**src/rtl/fetch.sv**
```systemverilog
// Instruction fetch front end: credit-limited sequential requests to imem,
// in-order buffering of returned words, redirect flush with stale-response drop.
package fetch_pkg;
  typedef logic [31:0] t_rv_instr;
endpackage

module fetch
  import fetch_pkg::*;
#(
  parameter logic [31:0] RESET_PC   = 32'h0000_0000,
  parameter int          IBUF_DEPTH = 4
) (
  input  logic        clk,
  input  logic        reset,
  output logic        imem_req_if,
  output logic [31:0] imem_addr_if,
  input  logic        imem_gnt_if,
  input  logic        imem_rsp_valid_if,
  input  logic [31:0] imem_rsp_data_if,
  input  logic        redirect_valid,
  input  logic [31:0] redirect_pc,
  output logic        valid_de0,
  output t_rv_instr   instr_de0,
  output logic [31:0] pc_de0,
  input  logic        stall_de0
);
  localparam int PW = $clog2(IBUF_DEPTH);
  localparam int CW = PW + 1;
  localparam logic [CW+1:0] CREDIT_MAX = (CW+2)'(IBUF_DEPTH);

  typedef struct packed {
    t_rv_instr   instr;
    logic [31:0] pc;
  } ibuf_ent_t;

  ibuf_ent_t      ibuf [IBUF_DEPTH];
  logic [PW-1:0]  rd_ptr, wr_ptr;
  logic [CW-1:0]  count, outstanding, drop_cnt;
  logic [31:0]    fetch_pc, rsp_pc, redir_tgt;
  logic [CW+1:0]  credit_used;
  logic           fire, rsp_drop, rsp_keep, push, pop;

  assign redir_tgt   = redirect_pc & ~32'd3;
  // Every granted request owns a slot until it is popped or its response is dropped.
  assign credit_used = {2'b00, outstanding} + {2'b00, drop_cnt} + {2'b00, count};
  assign imem_req_if  = !reset && !redirect_valid && (credit_used < CREDIT_MAX);
  assign imem_addr_if = fetch_pc;

  assign fire     = imem_req_if && imem_gnt_if;
  assign rsp_drop = imem_rsp_valid_if && (drop_cnt != '0);
  assign rsp_keep = imem_rsp_valid_if && (drop_cnt == '0);
  assign push     = rsp_keep && !redirect_valid;
  assign pop      = valid_de0 && !stall_de0;

  assign valid_de0 = (count != '0);
  assign instr_de0 = ibuf[rd_ptr].instr;
  assign pc_de0    = ibuf[rd_ptr].pc;

  always_ff @(posedge clk or posedge reset) begin
    if (reset) begin
      fetch_pc    <= RESET_PC;
      rsp_pc      <= RESET_PC;
      outstanding <= '0;
      drop_cnt    <= '0;
      count       <= '0;
      rd_ptr      <= '0;
      wr_ptr      <= '0;
      for (int i = 0; i < IBUF_DEPTH; i++) ibuf[i] <= '{instr: '0, pc: RESET_PC};
    end else if (redirect_valid) begin
      fetch_pc    <= redir_tgt;
      rsp_pc      <= redir_tgt;
      outstanding <= '0;
      // A response in this cycle retires one slot whether it was already doomed or not.
      drop_cnt    <= drop_cnt + outstanding - CW'(imem_rsp_valid_if);
      count       <= '0;
      rd_ptr      <= '0;
      wr_ptr      <= '0;
    end else begin
      if (fire) fetch_pc <= fetch_pc + 32'd4;
      outstanding <= outstanding + CW'(fire) - CW'(rsp_keep);
      if (rsp_drop) drop_cnt <= drop_cnt - 1'b1;
      if (push) begin
        ibuf[wr_ptr] <= '{instr: imem_rsp_data_if, pc: rsp_pc};
        wr_ptr       <= wr_ptr + 1'b1;
        rsp_pc       <= rsp_pc + 32'd4;
      end
      if (pop) rd_ptr <= rd_ptr + 1'b1;
      count <= count + CW'(push) - CW'(pop);
    end
  end

`ifndef SYNTHESIS
  a_rsp_expected: assert property (@(posedge clk) disable iff (reset)
    imem_rsp_valid_if |-> (outstanding != '0 || drop_cnt != '0));
  a_count_bound: assert property (@(posedge clk) disable iff (reset)
    count <= CW'(IBUF_DEPTH));
`endif
endmodule
```
**config.mk**
```make
export PLATFORM = sky130hd
export DESIGN_NAME = fetch
export DESIGN_NICKNAME = d
export VERILOG_FILES = /design/src/rtl/fetch.sv
export SDC_FILE = /design/constraint.sdc
export NUM_CORES = 1
export LEC_CHECK = 0
export ABC_CLOCK_PERIOD_IN_PS = 13550
export BUFFER_PORTS_ARGS = -buffer_cell sky130_fd_sc_hd__buf_4
export CORE_ASPECT_RATIO = 1.4
export CORE_UTILIZATION = 45
export CTS_CLUSTER_SIZE = 16
export DETAILED_ROUTE_END_ITERATION = 8
export HOLD_SLACK_MARGIN = 0.06
export PLACE_DENSITY_LB_ADDON = 0.1
export SLEW_MARGIN = 10
export SYNTH_ARGS = -nofsm -noshare
export SYNTH_HDL_FRONTEND = slang
export SYNTH_SLANG_ARGS = --single-unit
```
**constraint.sdc**
```tcl
create_clock -name clk -period 13.55 [get_ports clk]
set_input_delay 2.0325 -clock clk [delete_from_list [all_inputs] [get_ports clk]]
set_output_delay 2.0325 -clock clk [all_outputs]
set_load 0.01 [all_outputs]
```
==> results.cfg, run 1 <==
[outcome]
status = complete, no violations

[logic_synthesis]
synth_cell_types = 55
netlist_area_sq_mm = 0.01517
synth_top_area_share_pct = 52.96
yosysWarnings = 0
yosysTopAreaCell = dfrtp_1
synth-seq-cells = 321
async_reset_ff_share_pct = 100.0
synth_commonest_cells = dfrtp_1, mux2_2, nand2_1
synth-edff-count = 0
synth_seq_area_share_pct = 52.96
synthTopCellsByArea = dfrtp_1, mux2_2, mux4_2, nand2_1, o21ai_0
synthCells = 1126
syn_avg_cell_area_sq_um = 13.47
yosysMostFrequentCell = dfrtp_1
synth-main-ff-cell = dfrtp_1

[worst_setup_path]
worst-path-stages = 5
arrival_ns = 3.16
path_buf_inv = 3
critPathLaunch = redirect_valid
crit_fanout = 25
critPathSlowestCell = inv_1
reg2reg_depth = 16
path_class = in -> out
end_kind = output pin
path_cells = buf_4 -> inv_1 -> o21ai_0 -> nor4_1 -> buf_4
cpPeakStageDelay_ns = 0.36
cp.required_ns = 11.52
crit_path_frequent_cell = buf_4
worst_setup_path_start_kind = primary input
critical-path-top-delay-family = buffers and inverters
reg2reg_from = count[1]$_DFF_PP0_

[power_and_ir_drop]
p_per_area_mw_per_mm2 = 182.9
ir_worst_vdd_uv = 94.47
power.total_mw = 3.251
leakagePower_nw = 8.306

[placement]
gp_congestion = 0.8325
hpwl_microns = 20700
portBuffers = 161

[detailed_routing]
ant_nets = 0
vias_per_cell = 5.513
firstDrtPassIters = 4
first_iter_violations = 407
routed_wl_microns = 33740
vias = 9532
drcViolationCount = 0
routedWlPerCell_microns = 19.52

[hold_path]
hp-class = reg -> reg
min_path_cells = 2
hold_path.startpoint = ibuf[18]$_DFFE_PP0P_

[floorplanning]
design.die.area_sq_mm = 0.03445
initial_core_util_pct = 45.67
die-width_microns = 157.2
pin_count = 168
core-area_sq_mm = 0.03321
die_h_microns = 219.2
rows = 79

[timing]
setup_tns_ns = 0
rsz0062_at_grt = no
finalMaxSlewViolations = 0
slew_headroom_pct = 26.53
fin_crit_ns = 5.188
max_freq_ghz = 0.1928
period_share_pct = 38.29
tightestPinTransition_ns = 1.102
hold_ws_ns = 0.4740
finalHoldViolCount = 0
fin_skew_ns = 0.01906
setup_viol = 0

[clock_network]
insertion_delay_ns = 0.52
post_cts_resized = 0
path_clk_slew_ns = 0.06
cts_tree = built
cts_setup_buffers = 0
clock-root-buffer = clkbuf_16
hold_buffers = 0
cts_buffers = 34
clk_path_buf_depth = 3
clock_sinks = 321
ctsHtreeMaxLevel = 2

[cells_and_area]
fillers = 2893
area_delta_synth_final_pct = 17.22
fin_nets = 1353
n_antenna_cell = 0
drive_gt1_share_pct = 42.13

[grt]
grt_max_degree = 131
grt_pass1_wl_microns = 54850
track_usage_pct = 20.47
grt_pass1_vias = 10020
grt_overflow = 0
antenna_found_initial = 0

[job]
cap_violations = 0
-- kinds of logic (layout without fill, tap and decap cells) --
group | after synthesis | after routing | synth area share, %
adder cells (fa/ha/maj) | 23 | 23 | 2.194
flip-flops | 321 | 321 | 52.96
buffers and inverters | 113 | 268 | 3.267
other | 1 | 4 | 0.02472
XOR/XNOR | 39 | 39 | 2.252
AND/OR/NAND/NOR | 206 | 206 | 7.458
AO/OA/AOI/OAI | 121 | 121 | 4.842
multiplexers | 302 | 302 | 27.00
-- state kept, by name, indices dropped and copies added, names as in the netlist --
signal,count
count,3
drop_cnt,3
ibuf,248
imem_addr_if,30
outstanding,3
rd_ptr,2
rsp_pc,30
wr_ptr,2
-- layout by cell type, fill, tap and decap left out, drive strengths merged, types with 7 or more instances in the layout --
| master | n |
|---|---|
| dfrtp | 321 |
| mux2 | 237 |
| nor4 | 11 |
| nor2 | 26 |
| buf | 171 |
| o311ai | 7 |
| nand4 | 21 |
| o211ai | 8 |
| inv | 38 |
| xor2 | 14 |
| o21ai | 66 |
| ha | 17 |
| a21oi | 14 |
| nand2 | 74 |
| xnor2 | 25 |
| mux4 | 62 |
| nor3 | 13 |
| nand3 | 24 |
| clkbuf | 55 |
| a21o | 7 |
-- tightest hold or removal path: cells and delay by family (launching register included) --
kind | cells | cell delay [ns]
flops | 1 | 0.34
compound gates | 1 | 0.06
simple gates | 1 | 0.04
-- per-layer routing --
layer	GRT usage, %	share of wire [%]	vias to the layer above
met2	34.04	49	212
met1	27.21	45	4909
li1	-	-	4364
met5	0	0	-
met3	3.515	4.2	47
met4	6.408	2.0	0
-- through the flow --
step	setup WS, ns	area (sq um)	cells	util [%]
global route	8.271	17780	1729	53.53
finish	8.362	17780	1729	53.53
CTS	8.370	17780	1729	53.53
detailed placement	8.399	16710	1669	50.31
global placement	8.353	16710	1669	50.31
floorplan	2.633	15180	1129	-
-- cell type report --
class | count | area [sq um] | share of cell area [%]
multi-input combinational | 695 | 6684 | 37.60
timing repair buffer | 171 | 1284 | 7.221
clock inverter | 5 | 28.78 | 0.1619
tap | 445 | 556.8 | 3.132
inverter | 37 | 146.4 | 0.8234
sequential | 321 | 8038 | 45.21
clock buffer | 55 | 1041 | 5.855
-- worst paths after layout --
| kind | end | slack [ns] |
|---|---|---|
| min in group asynchronous | outstanding[2]$_DFF_PP0_ | 1.70 |
| max | imem_req_if | 8.36 |
| min | ibuf[18]$_DFFE_PP0P_ | 0.47 |
| max reg2reg | outstanding[2]$_DFF_PP0_ | 9.92 |
| max in group asynchronous | ibuf[178]$_DFFE_PP0P_ | 10.28 |
| min reg2reg | ibuf[18]$_DFFE_PP0P_ | 0.47 |
-- power breakdown --
part	internal [mW]	switching (mW)	total [mW]	leakage, nW
registers	1.16	0.161	1.32	4.23
clock network	0.525	0.373	0.898	0.529
logic	0.588	0.447	1.03	3.55
total	2.27	0.981	3.25	8.31
Power figures use the tool's default switching activity.
==> inputs of run 2 (changes only) <==
Settings changed: ABC_CLOCK_PERIOD_IN_PS 13550 to 4300.
Clock period 13.55 ns to 4.3 ns, I/O delays scaled along.
==> run 2 against run 1 <==
Global-route usage decreased by 0.28 points. Flip-flop and latch count unchanged. Clock-buffer cell count decreased by 4. Critical path depth increased by 11. Critical endpoint is now outstanding[2]$_DFF_PP0_. Highest routed layer unchanged.
==> results.cfg, run 2 (same netlist as run 1, synthesis figures left out) <==
[outcome]
status = complete, no violations

[clock_network]
cts_setup_buffers = 0
insertion_delay_ns = 0.52
hold_buffers = 0
clock_sinks = 321
cts_buffers = 34
cts_tree = built
path_clk_slew_ns = 0.06
post_cts_resized = 0
ctsHtreeMaxLevel = 2
clock-root-buffer = clkbuf_16
clk_path_buf_depth = 3

[grt]
antenna_found_initial = 0
grt_pass1_vias = 10070
grt_overflow = 0
track_usage_pct = 20.19
grt_pass1_wl_microns = 54010
grt_max_degree = 110

[cells_and_area]
final_cell_mix = dfrtp_1, mux2_2, buf_4
fillers = 2914
largest-register = ibuf
layout_commonest_cell = dfrtp_1
largest_reg_flops = 248
drive_gt1_share_pct = 42.20
fin_nets = 1363
area_delta_synth_final_pct = 17.72
n_antenna_cell = 0
fin_cells = 1734

[detailed_routing]
ant_nets = 0
met3_length_microns = 1428
routed.top_layer = met4
drcViolationCount = 0
wl_met1_microns = 14440
first_iter_violations = 425
vias = 9565
firstDrtPassIters = 5
met2_length_microns = 16920
routed_wl_microns = 33610
vias_per_cell = 5.516
routedWlPerCell_microns = 19.38

[timing]
fin_crit_ns = 3.623
finalHoldViolCount = 0
tightestPinTransition_ns = 1.031
layout_setup_ws_ns = 0.6769
fin_skew_ns = 0.01792
setup_tns_ns = 0
setup_viol = 0
max_freq_ghz = 0.2760
finalMaxSlewViolations = 0
rsz0062_at_grt = no
period_share_pct = 84.26
slew_headroom_pct = 31.25

[floorplanning]
core-area_sq_mm = 0.03321
die_h_microns = 219.2
design.die.area_sq_mm = 0.03445
die-width_microns = 157.2
pin_count = 168
rows = 79
initial_core_util_pct = 45.67

[placement]
place_ws_ns = 0.6968
gp_congestion = 0.8059
hpwl_microns = 21240
dp.cells = 1679
portBuffers = 161

[power_and_ir_drop]
leakagePower_nw = 8.336
ir_worst_vdd_uv = 287.4
p_per_area_mw_per_mm2 = 572.4
power.total_mw = 10.22

[worst_setup_path]
cp.required_ns = 4.69
path_class = reg -> reg
critPathSlowestCell = fa_1
arrival_ns = 4.02
path_cells = inv_1 -> fa_1 -> nor2_1 -> fa_1 -> nor4b_2 -> o21ai_1 -> buf_4 -> nor2_2 -> inv_2 -> ha_1 -> inv_1 -> ha_1 -> inv_1 -> fa_1 -> xnor2_1 -> nor2_1
cpPeakStageDelay_ns = 0.61
end_kind = flop
worst_setup_path_start_kind = flop
reg2reg_depth = 16
crit_fanout = 11

[hold_path]
hp-class = in -> async

[job]
cap_violations = 0
run 2: changes by cell type in the layout (fill, tap and decap cells not counted), sizes merged:
cell	change
clkinv	-2
bufinv	+1
buf	+10
clkinvlp	+1
clkbuf	-4
inv	-1
run 2: routing by layer:
| layer | vias to the layer above | track usage [%] |
|---|---|---|
| met5 | - | 0 |
| met4 | 0 | 6.731 |
| met3 | 49 | 3.476 |
| met2 | 198 | 34.82 |
| met1 | 4957 | 25.53 |
| li1 | 4361 | - |
run 2: area by class of cell:
| cell class | instances | area (sq um) | area share [%] |
|---|---|---|---|
| Clock inverter | 4 | 52.55 | 0.2943 |
| Timing Repair Buffer | 181 | 1409 | 7.891 |
| Tap cell | 445 | 556.8 | 3.118 |
| Multi-Input combinational cell | 695 | 6680 | 37.41 |
| Inverter | 37 | 142.6 | 0.7989 |
| Sequential cell | 321 | 8038 | 45.02 |
| Clock buffer | 51 | 975.9 | 5.466 |
run 2: path summary, 6_finish.rpt:
kind                                        from                          end  slack, ns
hold / removal                             reset  imem_addr_if[7]$_DFFE_PP0N_       0.31
min in group clk                 redirect_pc[16]       rsp_pc[16]$_DFFE_PP0N_       0.36
setup reg to reg              count[1]$_DFF_PP0_     outstanding[2]$_DFF_PP0_       0.68
hold reg to reg            ibuf[216]$_DFFE_PP0P_        ibuf[216]$_DFFE_PP0P_       0.48
setup / recovery              count[1]$_DFF_PP0_     outstanding[2]$_DFF_PP0_       0.68
max in group asynchronous                  reset        ibuf[218]$_DFFE_PP0P_       2.98
run 2: where the power goes:
| part | leakage (nW) | switching (mW) | total [mW] | internal [mW] |
|---|---|---|---|---|
| registers | 4.23 | 0.478 | 4.13 | 3.65 |
| logic | 3.60 | 1.44 | 3.31 | 1.87 |
| clock network | 0.501 | 1.16 | 2.78 | 1.62 |
run 2: through the flow:
step | hold WS (ns) | util, % | cell area, sq um
2_1_floorplan | 0.4446 | - | 15180
3_3_place_gp | 0.4558 | 50.66 | 16830
6_report | 0.3141 | 53.76 | 17850
5_1_grt | 0.3599 | 53.76 | 17850
4_1_cts | 0.3207 | 53.76 | 17850
3_5_place_dp | 0.4695 | 50.66 | 16830
run 2: critical path: cells and delay by family, from the launching register on:
kind                     cells  cell delay (ns)
adder cells (fa/ha/maj)      5             1.87
flip-flops                   1             0.38
buffers and inverters        5             0.46
AO/OA/AOI/OAI                1             0.10
AND/OR/NAND/NOR              4             0.52
XOR/XNOR                     1             0.16
